[src/rtl/pwm_level_ctrl.sv]
// pwm_level_ctrl: debounced up/down level selector driving a period-aligned, glitch-free PWM output.
module pwm_level_ctrl #(
    parameter int LEVELS   = 4,
    parameter int PERIOD   = 12,
    parameter int STEP     = 4,
    parameter int DEBOUNCE = 4,
    parameter bit WRAP     = 1'b1
) (
    input  logic                      sysclk,
    input  logic                      reset,
    input  logic                      i_sw,
    input  logic                      i_sw_dn,
    input  logic                      i_en,
    output logic [$clog2(LEVELS)-1:0] o_pwm_duty,
    output logic                      o_pwm,
    output logic                      o_stop
);
    localparam int LW = $clog2(LEVELS);
    localparam int PW = $clog2(PERIOD + 1);
    localparam int DW = $clog2(DEBOUNCE + 1);
    localparam logic [LW-1:0] LMAX   = LW'(LEVELS - 1);
    localparam logic [PW-1:0] PMAX   = PW'(PERIOD - 1);
    localparam logic [PW-1:0] STEP_W = PW'(STEP);
    localparam logic [DW-1:0] DMAX   = DW'(DEBOUNCE - 1);

    logic [1:0]         s1, s2, db, db_d, press;
    logic [1:0][DW-1:0] dcnt;
    logic [LW-1:0]      lvl_nx;
    logic [PW-1:0]      cnt, act, duty_cmp;

    // bit 0 = up button, bit 1 = down button
    always_ff @(posedge sysclk or posedge reset) begin
        if (reset) begin
            s1   <= '0;
            s2   <= '0;
            db   <= '0;
            db_d <= '0;
            dcnt <= '0;
        end else begin
            s1   <= {i_sw_dn, i_sw};
            s2   <= s1;
            db_d <= db;
            for (int i = 0; i < 2; i++) begin
                if (s2[i] == db[i]) begin
                    dcnt[i] <= '0;
                end else if (dcnt[i] == DMAX) begin
                    db[i]   <= s2[i];
                    dcnt[i] <= '0;
                end else begin
                    dcnt[i] <= dcnt[i] + 1'b1;
                end
            end
        end
    end

    assign press = db & ~db_d;

    always_comb begin
        lvl_nx = o_pwm_duty;
        if (press[0] & ~press[1])
            lvl_nx = (o_pwm_duty == LMAX) ? (WRAP ? '0 : LMAX) : o_pwm_duty + 1'b1;
        else if (press[1] & ~press[0])
            lvl_nx = (o_pwm_duty == '0) ? (WRAP ? LMAX : '0) : o_pwm_duty - 1'b1;
    end

    assign duty_cmp = PW'(o_pwm_duty) * STEP_W;

    // active duty only reloads at a period boundary (or continuously while disabled)
    always_ff @(posedge sysclk or posedge reset) begin
        if (reset) begin
            o_pwm_duty <= '0;
            cnt        <= '0;
            act        <= '0;
        end else begin
            o_pwm_duty <= lvl_nx;
            if (!i_en || cnt == PMAX) begin
                cnt <= '0;
                act <= duty_cmp;
            end else begin
                cnt <= cnt + 1'b1;
            end
        end
    end

    assign o_pwm  = i_en & (cnt < act);
    assign o_stop = (o_pwm_duty == '0);
endmodule

[config.mk]
export PLATFORM = sky130hd
export DESIGN_NAME = pwm_level_ctrl
export DESIGN_NICKNAME = d
export VERILOG_FILES = /design/src/rtl/pwm_level_ctrl.sv
export SDC_FILE = /design/constraint.sdc
export NUM_CORES = 1
export LEC_CHECK = 0
export CAP_MARGIN = 5
export CORE_MARGIN = 2
export CORE_UTILIZATION = 45
export CTS_CLUSTER_SIZE = 16
export DETAILED_ROUTE_END_ITERATION = 16
export PLACE_DENSITY = 0.65
export SKIP_CTS_REPAIR_TIMING = 1
export SLEW_MARGIN = 20
export SYNTH_ARGS = -nofsm -noshare
export SYNTH_HDL_FRONTEND = slang
export SYNTH_SLANG_ARGS = --single-unit
export TNS_END_PERCENT = 100
[constraint.sdc]
create_clock -name sysclk -period 3.7 [get_ports sysclk]
set_clock_uncertainty 0.1 [all_clocks]
set_input_delay 0.74 -clock sysclk [delete_from_list [all_inputs] [get_ports sysclk]]
set_output_delay 0.74 -clock sysclk [all_outputs]
set_load 0.01 [all_outputs]
# After elaboration in Yosys (flattened, before gate mapping)
# Cells that the tools add are included.
dict set report word_totals {
  reg_bits 22
  input_bits 5
  output_inout_bits 4
  wordCells 46
}
dict set report op_classes {
  n_addsub 5
  n_lt_le_gt_ge 1
  eq_ne 6
  muxes 9
  n_bitwise 9
  n_reduce_logical 6
}
# op count
set ops {}
lappend ops {{$mux 3} 4}
lappend ops {{$mux 2} 4}
lappend ops {{$add 3x1->3 const B} 2}
lappend ops {{$eq 3x2->1 const B} 2}
lappend ops {{$add 4x1->4 const B} 1}
lappend ops {{$eq 4x4->1 const B} 1}
lappend ops {{$lt 4x4->1} 1}
lappend ops {{$mux 4} 1}
lappend ops {{$not 1->1} 4}
lappend ops {{$reduce_and 2->1} 2}
lappend ops {{$and 1x1->1} 3}
lappend ops {{$add 2x1->2 const B} 1}
lappend ops {{$and 2x2->2} 1}
lappend ops {{$eq 1x1->1} 2}
lappend ops {{$eq 2x2->1 const B} 1}
lappend ops {{$logic_not 2->1} 1}
lappend ops {{$not 2->2} 1}
lappend ops {{$reduce_bool 2->1} 1}
lappend ops {{$sub 2x1->2 const B} 1}
lappend ops {{$logic_not 1->1} 1}
lappend ops {{$logic_or 1x1->1} 1}

# Logic depth before layout (Yosys ltp)
# Gate-level depths: netlist of the first run.
dict set report logic_depth {
  word_depth 6
  mapped_depth 5
  depth_no_buf 5
}

# Worst setup path after synthesis of the first run
# Ideal clock, no wire load.
dict set report synth_timing {
  path_kind {register to output}
  startpoint {register cnt[3]}
  endpoint {output o_pwm}
  t_arrival_ns 0.942
  setup_slack_ns 1.918
  path_stages_with_launch 4
  path_buffers 0
  path_cell_list {dfrtp_1 ha_1 o21ai_0 and3b_1}
}
dict set report synth_via {
  elab_chain_cells 2
}
# item line
set synth_lines {}
lappend synth_lines {{start, declared} 29} ;# logic [PW-1:0] cnt, act, duty_cmp;
lappend synth_lines {{start signal, assigned} 80} ;# cnt <= cnt + 1'b1;
lappend synth_lines {{$lt 4x4->1} 85} ;# assign o_pwm = i_en & (cnt < act);
lappend synth_lines {{$and 1x1->1} 85}
lappend synth_lines {{end, declared} 15} ;# output logic o_pwm,
# No other way between the ends.

# Worst setup path in the final report of the first run
dict set report layout_timing {
  startpoint {input i_en}
  endpoint {output o_pwm}
}
dict set report layout_via {
  elab_chain_cells 1
}
# item line
set layout_lines {}
lappend layout_lines {{start, declared} 13} ;# input logic i_en,
lappend layout_lines {{$and 1x1->1} 85}
# No other way between the ends.

==> flow_summary_export.csv, run 1 <==
group,metric,value,unit
grt,grt_pass1_vias,554,
worst_setup_path,r2r_start,"db[0]$_DFFE_PP0P_",
detailed_routing,drt-initial-drc-count,4,
synth,yosys_warnings,0,
synth,synth_fp_nets,82,
timing,setup_tns,0,ns
detailed_routing,wl,1.24,mm
timing,final_hold_viol_count,0,
worst_setup_path,crit_path_max_fanout,5,
floorplan,coreArea,1940,sq um
worst_setup_path,crit_top_cell,"clkdlybuf4s50_1",
grt,grt_max_degree,23,
placement,hpwl,923,um
detailed_routing,vias,528,
timing,rsz0062_at_grt,"no",
timing,tightest_slew,0.805,ns
final_layout,syn_to_final_growth,16.3,%
timing,min_period_over_period,76.7,%
worst_setup_path,crit_family,"buffers and inverters",
run,cap_violations,0,
final_layout,final_nets,95,
worst_hold_path,min_delay_path_depth,0,
worst_setup_path,cp-start-kind,"input port",
status,status,"complete, no violations",
clock_tree,cts_tree,"yes",
floorplan,rows,16,
worst_setup_path,cpPeakStageDelay,0.55,ns
worst_setup_path,critPathArrivalTime,2.00,ns
worst_setup_path,r2r_slack,2.27,ns
clock_tree,clk_path_buf_depth,2,
final_layout,drive_above_1_share,9.76,%
worst_setup_path,path_class,"input port to primary output",
clock_tree,clock_latency,0.30,ns
detailed_routing,post_drt_wl_per_cell,11.4,um
timing,min_period,2.84,ns
floorplan,die_h,49.2,um
worst_hold_path,hold_path.startpoint,"s1[0]$_DFF_PP0_",
worst_setup_path,worstSetupEndpointType,"primary output",
floorplan,start_util,47.4,%
worst_hold_path,hp-class,"register to register",
detailed_routing,viasPerCell,4.84,
clock_tree,cts_num_sinks,22,
detailed_routing,drc,0,
worst_hold_path,hold_end,"s2[0]$_DFF_PP0_",
synth,synth.distinct_cells,22,
timing,setup_violations,0,
worst_setup_path,crit_chain,"clkdlybuf4s50_1 -> and3b_1 -> clkdlybuf4s50_1",
placement,gp_congestion,0.617,
worst_setup_path,slowest_stage,"clkdlybuf4s50_1",
grt,overflow,0,
synth,synth_area,920,sq um
worst_setup_path,r2r_end,"o_pwm_duty[0]$_DFFE_PP0P_",
timing,fmax,0.352,GHz
worst_setup_path,crit_required,2.86,ns
timing,timing.hold.ws,0.267,ns
timing,slew_viol_final,0,
final_layout,antenna_cells,0,
synth,synth_cells,70,
floorplan,die_w,49.2,um
power_and_ir_drop,p_leak,0.000506,uW
worst_setup_path,worstRegToRegCells,3,
worst_setup_path,critical_path_buf_inv_count,2,
clock_tree,clockRootBuffer,"clkbuf_4",
grt,antenna_found_initial,0,
detailed_routing,drtAntennaViolNets,0,
power_and_ir_drop,ir_worst_vdd,0.406,mV
grt,grt_pass1_wl,2.30,mm
clock_tree,clkTransAtPathRegs,0.11,ns
synth,postSynthAreaPerCell,13.1,sq um
synth,ys_ff_latch,22,
detailed_routing,dr.pass1.iters,2,
placement,numPortBuffers,8,
synth,synth.yosys.seq_area_share,59.9,%
floorplan,design.die.area,2420,sq um
timing,relSlewSlack,46.3,%
floorplan,io_pins,9,
grt,track_usage,12.5,%
clock_tree,h-tree-depth,1,
clock_tree,cts_buffers,3,
power_and_ir_drop,p_per_area,664,nW/um^2
## synthesized netlist by cell type
| cell type | count | area share (%) |
|---|---|---|
| xor2_1 | 1 | 0.95 |
| xnor2_1 | 2 | 1.9 |
| nand2b_1 | 1 | 0.68 |
| nand2_2 | 1 | 0.68 |
| and3b_1 | 1 | 0.95 |
| nor2b_2 | 2 | 1.9 |
| ha_1 | 7 | 9.5 |
| o21ai_0 | 2 | 1.1 |
| nand3b_1 | 1 | 0.82 |
| mux2_1 | 2 | 2.4 |
| nor3b_1 | 6 | 4.9 |
| nor2b_1 | 3 | 2.0 |
| and3_1 | 2 | 1.4 |
| o31a_1 | 1 | 0.95 |
| o22ai_1 | 1 | 0.68 |
| nor3_1 | 2 | 1.1 |
| dfrtp_1 | 22 | 60 |
| mux2_2 | 1 | 1.2 |
| nand2_1 | 2 | 0.82 |
| nor2_1 | 2 | 0.82 |
| mux2i_1 | 3 | 3.3 |
| inv_1 | 5 | 2.0 |
## per-layer routing
layer	global-route usage [%]	vias to the layer above	part of all wire [%]
li1	-	263	-
met1	14.0	258	48
met2	21.4	5	49
met3	2.15	2	2.2
met4	8.57	0	1.1
met5	0	-	0
## sequential cells by signal, indices dropped and copies added (netlist names)
signal	cells
o_pwm_duty	2
dcnt	6
s2	2
s1	2
db_d	2
act	2
cnt	4
db	2
## power by group
part	switching, uW	internal [uW]	leakage, uW
Combinational	104	133	0.000211
Sequential	40.3	307	0.000275
Clock	67.4	60.0	0.0000210
## worst reg2reg max path, stage by stage (launching register included)
cell,delay [ns]
dfrtp_1,0.43
nor2b_1,0.15
ha_1,0.31
mux2_2,0.33
## cell families after synthesis
kind of cell | synth area share [%]
AND/OR/NAND/NOR | 16.1
flip-flops | 59.9
adder cells (fa/ha/maj) | 9.52
multiplexers | 6.94
buffers and inverters | 2.04
AO/OA/AOI/OAI | 2.72
XOR/XNOR | 2.86
## worst max path at each step
stage	startpoint	endpoint	slack (ns)	cells after the start
detailed placement	i_en	o_pwm	0.87	3
finish	i_en	o_pwm	0.86	3
CTS	i_en	o_pwm	0.87	3
global placement	i_en	o_pwm	0.89	3
floorplan	cnt[3]$_DFF_PP0_	o_pwm	1.92	3
global route	i_en	o_pwm	0.85	3
## area by class of cell
class / count / area, sq um
Fill cell: 186 / 872
Tap cell: 27 / 33.8
Multi-Input combinational cell: 43 / 350
Inverter: 5 / 18.8
Clock buffer: 4 / 36.3
Sequential cell: 22 / 551
Timing Repair Buffer: 8 / 80.1
## cell usage in the layout (no fill, tap or decap), drive strengths merged, types with 2 or more instances in the layout
cell type       n
mux2            3
nand2           3
inv             5
nor2b           5
nor3b           6
nor3            2
mux2i           3
clkdlybuf4s50   8
clkbuf          4
xnor2           2
o21ai           2
ha              7
nor2            2
and3            2
dfrtp          22
## stage by stage
stage	cells	total power [uW]	util, %	worst slack [ns]	instance area [sq um]
floorplan	70	514	-	1.92	920
global placement	105	584	53.2	0.888	1030
detailed placement	105	596	53.2	0.869	1030
CTS	109	725	55.1	0.865	1070
global route	109	772	55.1	0.849	1070
finish	109	711	55.1	0.862	1070
Power figures use the tool's default switching activity.
==> run 2, diff against run 1 <==
--- a/config.mk
+++ b/config.mk
@@ -10,7 +10,7 @@
 export CORE_UTILIZATION = 45
 export CTS_CLUSTER_SIZE = 16
 export DETAILED_ROUTE_END_ITERATION = 16
-export PLACE_DENSITY = 0.65
+export PLACE_DENSITY = 0.68
 export SKIP_CTS_REPAIR_TIMING = 1
 export SLEW_MARGIN = 20
 export SYNTH_ARGS = -nofsm -noshare
==> constraint.sdc (replaced) <==
create_clock -name sysclk -period 2.46 [get_ports sysclk]
set_clock_uncertainty 0.1 [all_clocks]
set_input_delay 0.492 -clock sysclk [delete_from_list [all_inputs] [get_ports sysclk]]
set_output_delay 0.492 -clock sysclk [all_outputs]
set_load 0.01 [all_outputs]
==> run 2 against run 1 <==
Effect of this change:
- via count is 4.0% higher
- largest cell class unchanged
- routed wire length is 4.5% higher
- die area stayed put
- first-iteration DRC count is 50% lower
- final cell count is 1.8% higher
- sequential cell count stayed put
- critical path depth stayed put
- cell area is 3.2% higher
- critical path type is now register to primary output
==> flow_summary_export.csv, run 2 (same netlist as run 1, synthesis figures left out) <==
group,metric,value,unit
status,status,"complete, no violations",
final_layout,layout.cells.most_common_list,"dfrtp_1, ha_1, clkdlybuf4s50_1, nor3b_1, inv_1",
timing,slew_viol_final,0,
final_layout,reg_top3,"dcnt x6, cnt x4",
detailed_routing,vias,549,
floorplan,rows,16,
power_and_ir_drop,p_per_area,1050,nW/um^2
placement,hpwl,937,um
timing,fmax,0.462,GHz
placement,gp_congestion,0.656,
detailed_routing,viasPerCell,4.95,
final_layout,postLayoutCellArea,1100,sq um
worst_hold_path,hold_path.startpoint,"s1[0]$_DFF_PP0_",
clock_tree,cts_tree,"yes",
floorplan,design.die.area,2420,sq um
power_and_ir_drop,swShare,28.6,%
placement,placed_cell_area,1050,sq um
worst_setup_path,r2r_end,"o_pwm_duty[0]$_DFFE_PP0P_",
clock_tree,h-tree-depth,1,
worst_setup_path,crit_chain,"inv_1 -> ha_1 -> clkdlybuf4s50_1",
grt,antenna_found_initial,0,
worst_setup_path,cp-start-kind,"register",
floorplan,coreArea,1940,sq um
placement,numPortBuffers,8,
final_layout,syn_to_final_growth,20.0,%
power_and_ir_drop,power_frac_comb,31.2,%
timing,min_period_over_period,88.0,%
grt,grt_pass1_vias,591,
timing,relSlewSlack,81.8,%
floorplan,die_h,49.2,um
floorplan,start_util,47.4,%
timing,timing.hold.ws,0.265,ns
power_and_ir_drop,p_leak,0.000535,uW
timing,rsz0062_at_grt,"no",
grt,track_usage,13.4,%
grt,grt_max_degree,23,
worst_hold_path,min_delay_path_depth,0,
timing,setup_tns,0,ns
worst_hold_path,hp-class,"register to register",
worst_setup_path,r2r_slack,1.04,ns
grt,overflow,0,
final_layout,drive_above_1_share,11.9,%
power_and_ir_drop,intPower,826,uW
clock_tree,cts_buffers,3,
power_and_ir_drop,pwr-share-clk,23.7,%
power_and_ir_drop,ir_worst_vdd,0.641,mV
detailed_routing,post_drt_wl_per_cell,11.7,um
worst_setup_path,crit_path_max_fanout,6,
clock_tree,cts_num_sinks,22,
worst_setup_path,critPathArrivalTime,1.57,ns
detailed_routing,drt-initial-drc-count,2,
final_layout,top_register,"dcnt",
detailed_routing,wl,1.29,mm
worst_setup_path,r2r_start,"db[0]$_DFFE_PP0P_",
worst_setup_path,cpPeakStageDelay,0.54,ns
final_layout,final_nets,97,
clock_tree,clk_path_buf_depth,2,
run,cap_violations,0,
timing,tightest_slew,0.270,ns
clock_tree,clock_latency,0.31,ns
final_layout,final_common_cell,"dfrtp_1",
final_layout,largest_register_ffs,6,
worst_setup_path,slowest_stage,"clkdlybuf4s50_1",
power_and_ir_drop,power.switching,331,uW
floorplan,die_w,49.2,um
power_and_ir_drop,seqPwrFrac,45.1,%
clock_tree,clockRootBuffer,"clkbuf_4",
grt,grt_pass1_wl,2.35,mm
final_layout,antenna_cells,0,
detailed_routing,drc,0,
worst_setup_path,worstRegToRegCells,3,
worst_setup_path,path_class,"register to primary output",
worst_setup_path,crit_required,1.87,ns
detailed_routing,drtAntennaViolNets,0,
clock_tree,clkTransAtPathRegs,0.12,ns
timing,setup_violations,0,
detailed_routing,dr.pass1.iters,2,
timing,final_hold_viol_count,0,
worst_setup_path,worstSetupEndpointType,"primary output",
floorplan,io_pins,9,
timing,min_period,2.16,ns
worst_hold_path,hold_end,"s2[0]$_DFF_PP0_",
run 2: cell type report:
class | count | area (sq um)
clock buffer | 3 | 22.5
clock inverter | 1 | 30.0
fill | 181 | 838
inverter | 5 | 18.8
multi-input combinational | 43 | 350
sequential | 22 | 551
tap | 27 | 33.8
timing repair buffer | 10 | 97.6
run 2: through the flow:
stage	utilization [%]	setup slack [ns]	power (uW)	cells
5_1_grt	56.8	0.187	1250	111
6_report	56.8	0.296	1160	111
3_5_place_dp	54.0	0.224	899	107
3_3_place_gp	54.0	0.219	881	107
4_1_cts	56.7	0.0423	1180	111
2_1_floorplan	-	0.926	773	70
run 2: how the worst max path moves through the flow:
stage,from,to,slack [ns],cells after the start
after floorplan,cnt[3]$_DFF_PP0_,o_pwm,0.93,3
after global placement,i_en,o_pwm,0.22,3
after detailed placement,i_en,o_pwm,0.22,3
after CTS,cnt[3]$_DFF_PP0_,o_pwm,0.04,4
after global routing,o_pwm_duty[0]$_DFFE_PP0P_,o_stop,0.19,3
final,o_pwm_duty[0]$_DFFE_PP0P_,o_stop,0.30,3
run 2: metal layers:
layer | GRT usage, % | part of all wire [%] | vias up
li1 | - | - | 266
met1 | 12.4 | 39 | 271
met2 | 24.8 | 53 | 8
met3 | 5.83 | 5.0 | 4
met4 | 5.71 | 2.6 | 0
met5 | 0 | 0 | -
run 2: critical path, delay by kind of cell (launching register included):
kind,cells,cell delay (ns)
flops,1,0.45
fa+ha+maj,1,0.17
buf+inv,2,0.64
run 2: power groups by stage:
stage / combinational [uW] / clock [uW] / sequential (uW)
2_1_floorplan: 248 / 0 / 524
4_1_cts: 371 / 286 / 525
5_1_grt: 415 / 300 / 538
3_3_place_gp: 356 / 0 / 525
3_5_place_dp: 367 / 0 / 533
6_report: 361 / 274 / 523
==> run 3, diff against run 2 <==
--- a/config.mk
+++ b/config.mk
@@ -5,14 +5,15 @@
 export SDC_FILE = /design/constraint.sdc
 export NUM_CORES = 1
 export LEC_CHECK = 0
+export ABC_AREA = 1
 export CAP_MARGIN = 5
 export CORE_MARGIN = 2
 export CORE_UTILIZATION = 45
 export CTS_CLUSTER_SIZE = 16
 export DETAILED_ROUTE_END_ITERATION = 16
-export PLACE_DENSITY = 0.68
+export PLACE_DENSITY_LB_ADDON = 0.08
 export SKIP_CTS_REPAIR_TIMING = 1
-export SLEW_MARGIN = 20
+export SLEW_MARGIN = 10
 export SYNTH_ARGS = -nofsm -noshare
 export SYNTH_HDL_FRONTEND = slang
 export SYNTH_SLANG_ARGS = --single-unit
==> run 3 against run 2 <==
Effect of this change:
- synthesized cell count is 46% higher
- worst hold slack better by 0.0030 ns
- final cell count up 30%
- routed wire length shrank 0.93%
- combinational power grew 7.5%
- power fell by 5.4%
- cell area up 4.9%
- register-to-register slack better by 0.15 ns
- area after synthesis increased by 6.9%
- maximum frequency fell by 6.8%
- worst setup slack got worse by 0.16 ns
- global-route usage down 0.80 points
- critical path type unchanged
==> flow_summary_export.csv, run 3 <==
group,metric,value,unit
synth,synth_common_cells,"nand2_1, dfrtp_1, inv_1",
clock_tree,cts_buffers,3,
detailed_routing,drt-initial-drc-count,8,
worst_setup_path,crit_top_cell,"nand2_1",
grt,antenna_found_initial,0,
synth,yosys_warnings,0,
detailed_routing,post_drt_wl_per_cell,8.90,um
clock_tree,cts_tree,"yes",
timing,final_hold_viol_count,0,
timing,tightest_slew,0.264,ns
worst_setup_path,critPathArrivalTime,1.73,ns
floorplan,rows,16,
synth,yosysTopAreaCell,"dfrtp_1",
synth,synthArstFlopShare,100,%
worst_setup_path,crit_start,"cnt[3]$_DFF_PP0_",
worst_setup_path,path_class,"register to primary output",
clock_tree,h-tree-depth,1,
final_layout,syn_to_final_growth,17.7,%
worst_setup_path,r2r_slack,1.19,ns
timing,setup_violations,0,
clock_tree,clockRootBuffer,"clkbuf_4",
timing,timing.hold.ws,0.268,ns
synth,synth.distinct_cells,16,
floorplan,coreArea,2000,sq um
grt,grt_pass1_wl,2.35,mm
worst_setup_path,crit_required,1.87,ns
timing,min_period_over_period,94.5,%
placement,gp_congestion,0.710,
power_and_ir_drop,ir_worst_vdd,0.551,mV
final_layout,final_common_cell,"nand2_1",
grt,grt_max_degree,23,
power_and_ir_drop,p_leak,0.000596,uW
clock_tree,clock_latency,0.29,ns
power_and_ir_drop,p_per_area,946,nW/um^2
status,status,"complete, no violations",
clock_tree,clkTransAtPathRegs,0.11,ns
floorplan,die_w,50.8,um
timing,rsz0062_at_grt,"no",
floorplan,die_h,50.8,um
floorplan,design.die.area,2580,sq um
timing,relSlewSlack,82.4,%
synth,synth_top_area_share,56.0,%
worst_setup_path,worstSetupEndpointType,"primary output",
detailed_routing,drtAntennaViolNets,0,
worst_hold_path,hp-class,"register to register",
worst_setup_path,cp-start-kind,"register",
worst_setup_path,crit_chain,"ha_1 -> nand2_1 -> nand2_1 -> nor2_1 -> clkdlybuf4s50_1",
synth,synth_area_leaders,"dfrtp_1, nand2_1, ha_1",
placement,placed_cell_area,1110,sq um
placement,hpwl,989,um
timing,fmax,0.430,GHz
final_layout,postLayoutCellArea,1160,sq um
grt,overflow,0,
detailed_routing,drc,0,
final_layout,drive_above_1_share,14.5,%
detailed_routing,viasPerCell,4.30,
floorplan,io_pins,9,
synth,synth_edf_count,0,
synth,synth.most_common_cell,"nand2_1",
worst_setup_path,crit_path_max_fanout,2,
worst_setup_path,slowest_stage,"clkdlybuf4s50_1",
final_layout,final_nets,130,
clock_tree,clk_path_buf_depth,2,
synth,postSynthAreaPerCell,9.64,sq um
clock_tree,cts_num_sinks,22,
detailed_routing,vias,619,
synth,synth.yosys.seq_area_share,56.0,%
grt,grt_pass1_vias,586,
final_layout,antenna_cells,0,
grt,track_usage,12.6,%
synth,ys_ff_latch,22,
timing,setup_tns,0,ns
synth,ys.flop_type,"dfrtp_1",
power_and_ir_drop,fin_total_pwr,1100,uW
synth,synth_cells,102,
worst_setup_path,r2r_end,"o_pwm_duty[0]$_DFFE_PP0P_",
placement,numPortBuffers,8,
worst_hold_path,min_delay_path_depth,0,
worst_setup_path,cpPeakStageDelay,0.54,ns
synth,synth_fp_nets,114,
timing,slew_viol_final,0,
synth,synth_area,983,sq um
run,cap_violations,0,
final_layout,top_register,"dcnt",
timing,min_period,2.32,ns
final_layout,largest_register_ffs,6,
worst_setup_path,r2r_start,"db[0]$_DFFE_PP0P_",
final_layout,layout.cells.most_common_list,"nand2_1, dfrtp_1, inv_1, nor2_1, clkdlybuf4s50_1",
floorplan,start_util,49.1,%
final_layout,reg_top3,"dcnt x6, cnt x4",
worst_setup_path,worstRegToRegCells,6,
worst_setup_path,timing.critical_path.to,"o_pwm",
detailed_routing,wl,1.28,mm
detailed_routing,dr.pass1.iters,4,
-- run 3: cell count changes in the layout (fill, tap and decap cells not counted), moves of 3 or more --
cell,before,now
inv_1,5,18
nor2b_1,3,0
mux2i_1,3,0
nor2_1,2,13
nor3b_1,6,0
nand3_1,0,3
nand2_1,2,25
-- run 3: power by group --
group / switching [uW] / internal, uW / total [uW]
logic: 193 / 195 / 388
registers: 66.6 / 452 / 519
clock network: 98.6 / 90.2 / 189
-- run 3: per-layer routing --
metal  GRT usage, %  up-vias  share of wire [%]
met3           4.46        2                3.0
met5              0        -                  0
li1               -      338                  -
met1           14.4      269                 49
met2           21.1       10                 47
met4           5.41        0                1.1
-- run 3: cell type report --
cell class / instances / area (sq um)
repair buffers: 11 / 103
multi-input cells: 61 / 362
flip-flops and latches: 22 / 552
inverters: 19 / 71.3
well taps: 27 / 33.8
fillers: 189 / 845
clock buffers: 4 / 36.3
-- run 3: worst min-delay path by stage --
stage,startpoint,endpoint
2_1_floorplan,s1[0]$_DFF_PP0_,s2[0]$_DFF_PP0_
3_3_place_gp,s1[1]$_DFF_PP0_,s2[1]$_DFF_PP0_
3_5_place_dp,s1[1]$_DFF_PP0_,s2[1]$_DFF_PP0_
4_1_cts,s1[1]$_DFF_PP0_,s2[1]$_DFF_PP0_
5_1_grt,s1[1]$_DFF_PP0_,s2[1]$_DFF_PP0_
6_report,s1[0]$_DFF_PP0_,s2[0]$_DFF_PP0_
-- run 3: critical path: cells and delay by family (launching register included) --
kind	cells	cell delay, ns
buffers and inverters	1	0.54
and+or+nand+nor	3	0.19
adders and majority gates	1	0.29
DFF	1	0.42
-- run 3: metrics by stage --
stage | setup WS [ns] | utilization [%] | cells
after floorplan | 0.906 | - | 102
after global placement | 0.245 | 55.6 | 139
after detailed placement | 0.222 | 55.6 | 139
after CTS | 0.0601 | 57.4 | 143
after global routing | 0.0276 | 57.8 | 144
final | 0.136 | 57.8 | 144
-- run 3: kinds of logic (layout without fill, tap and decap cells) --
kind of cell,Yosys count,in the layout,share of synthesized area (%)
flip-flops,22,22,56.0
adder cells (fa/ha/maj),7,7,8.91
buffers and inverters,19,34,7.25
AND/OR/NAND/NOR,47,47,22.0
AO/OA/AOI/OAI,4,4,3.18
XOR/XNOR,3,3,2.67
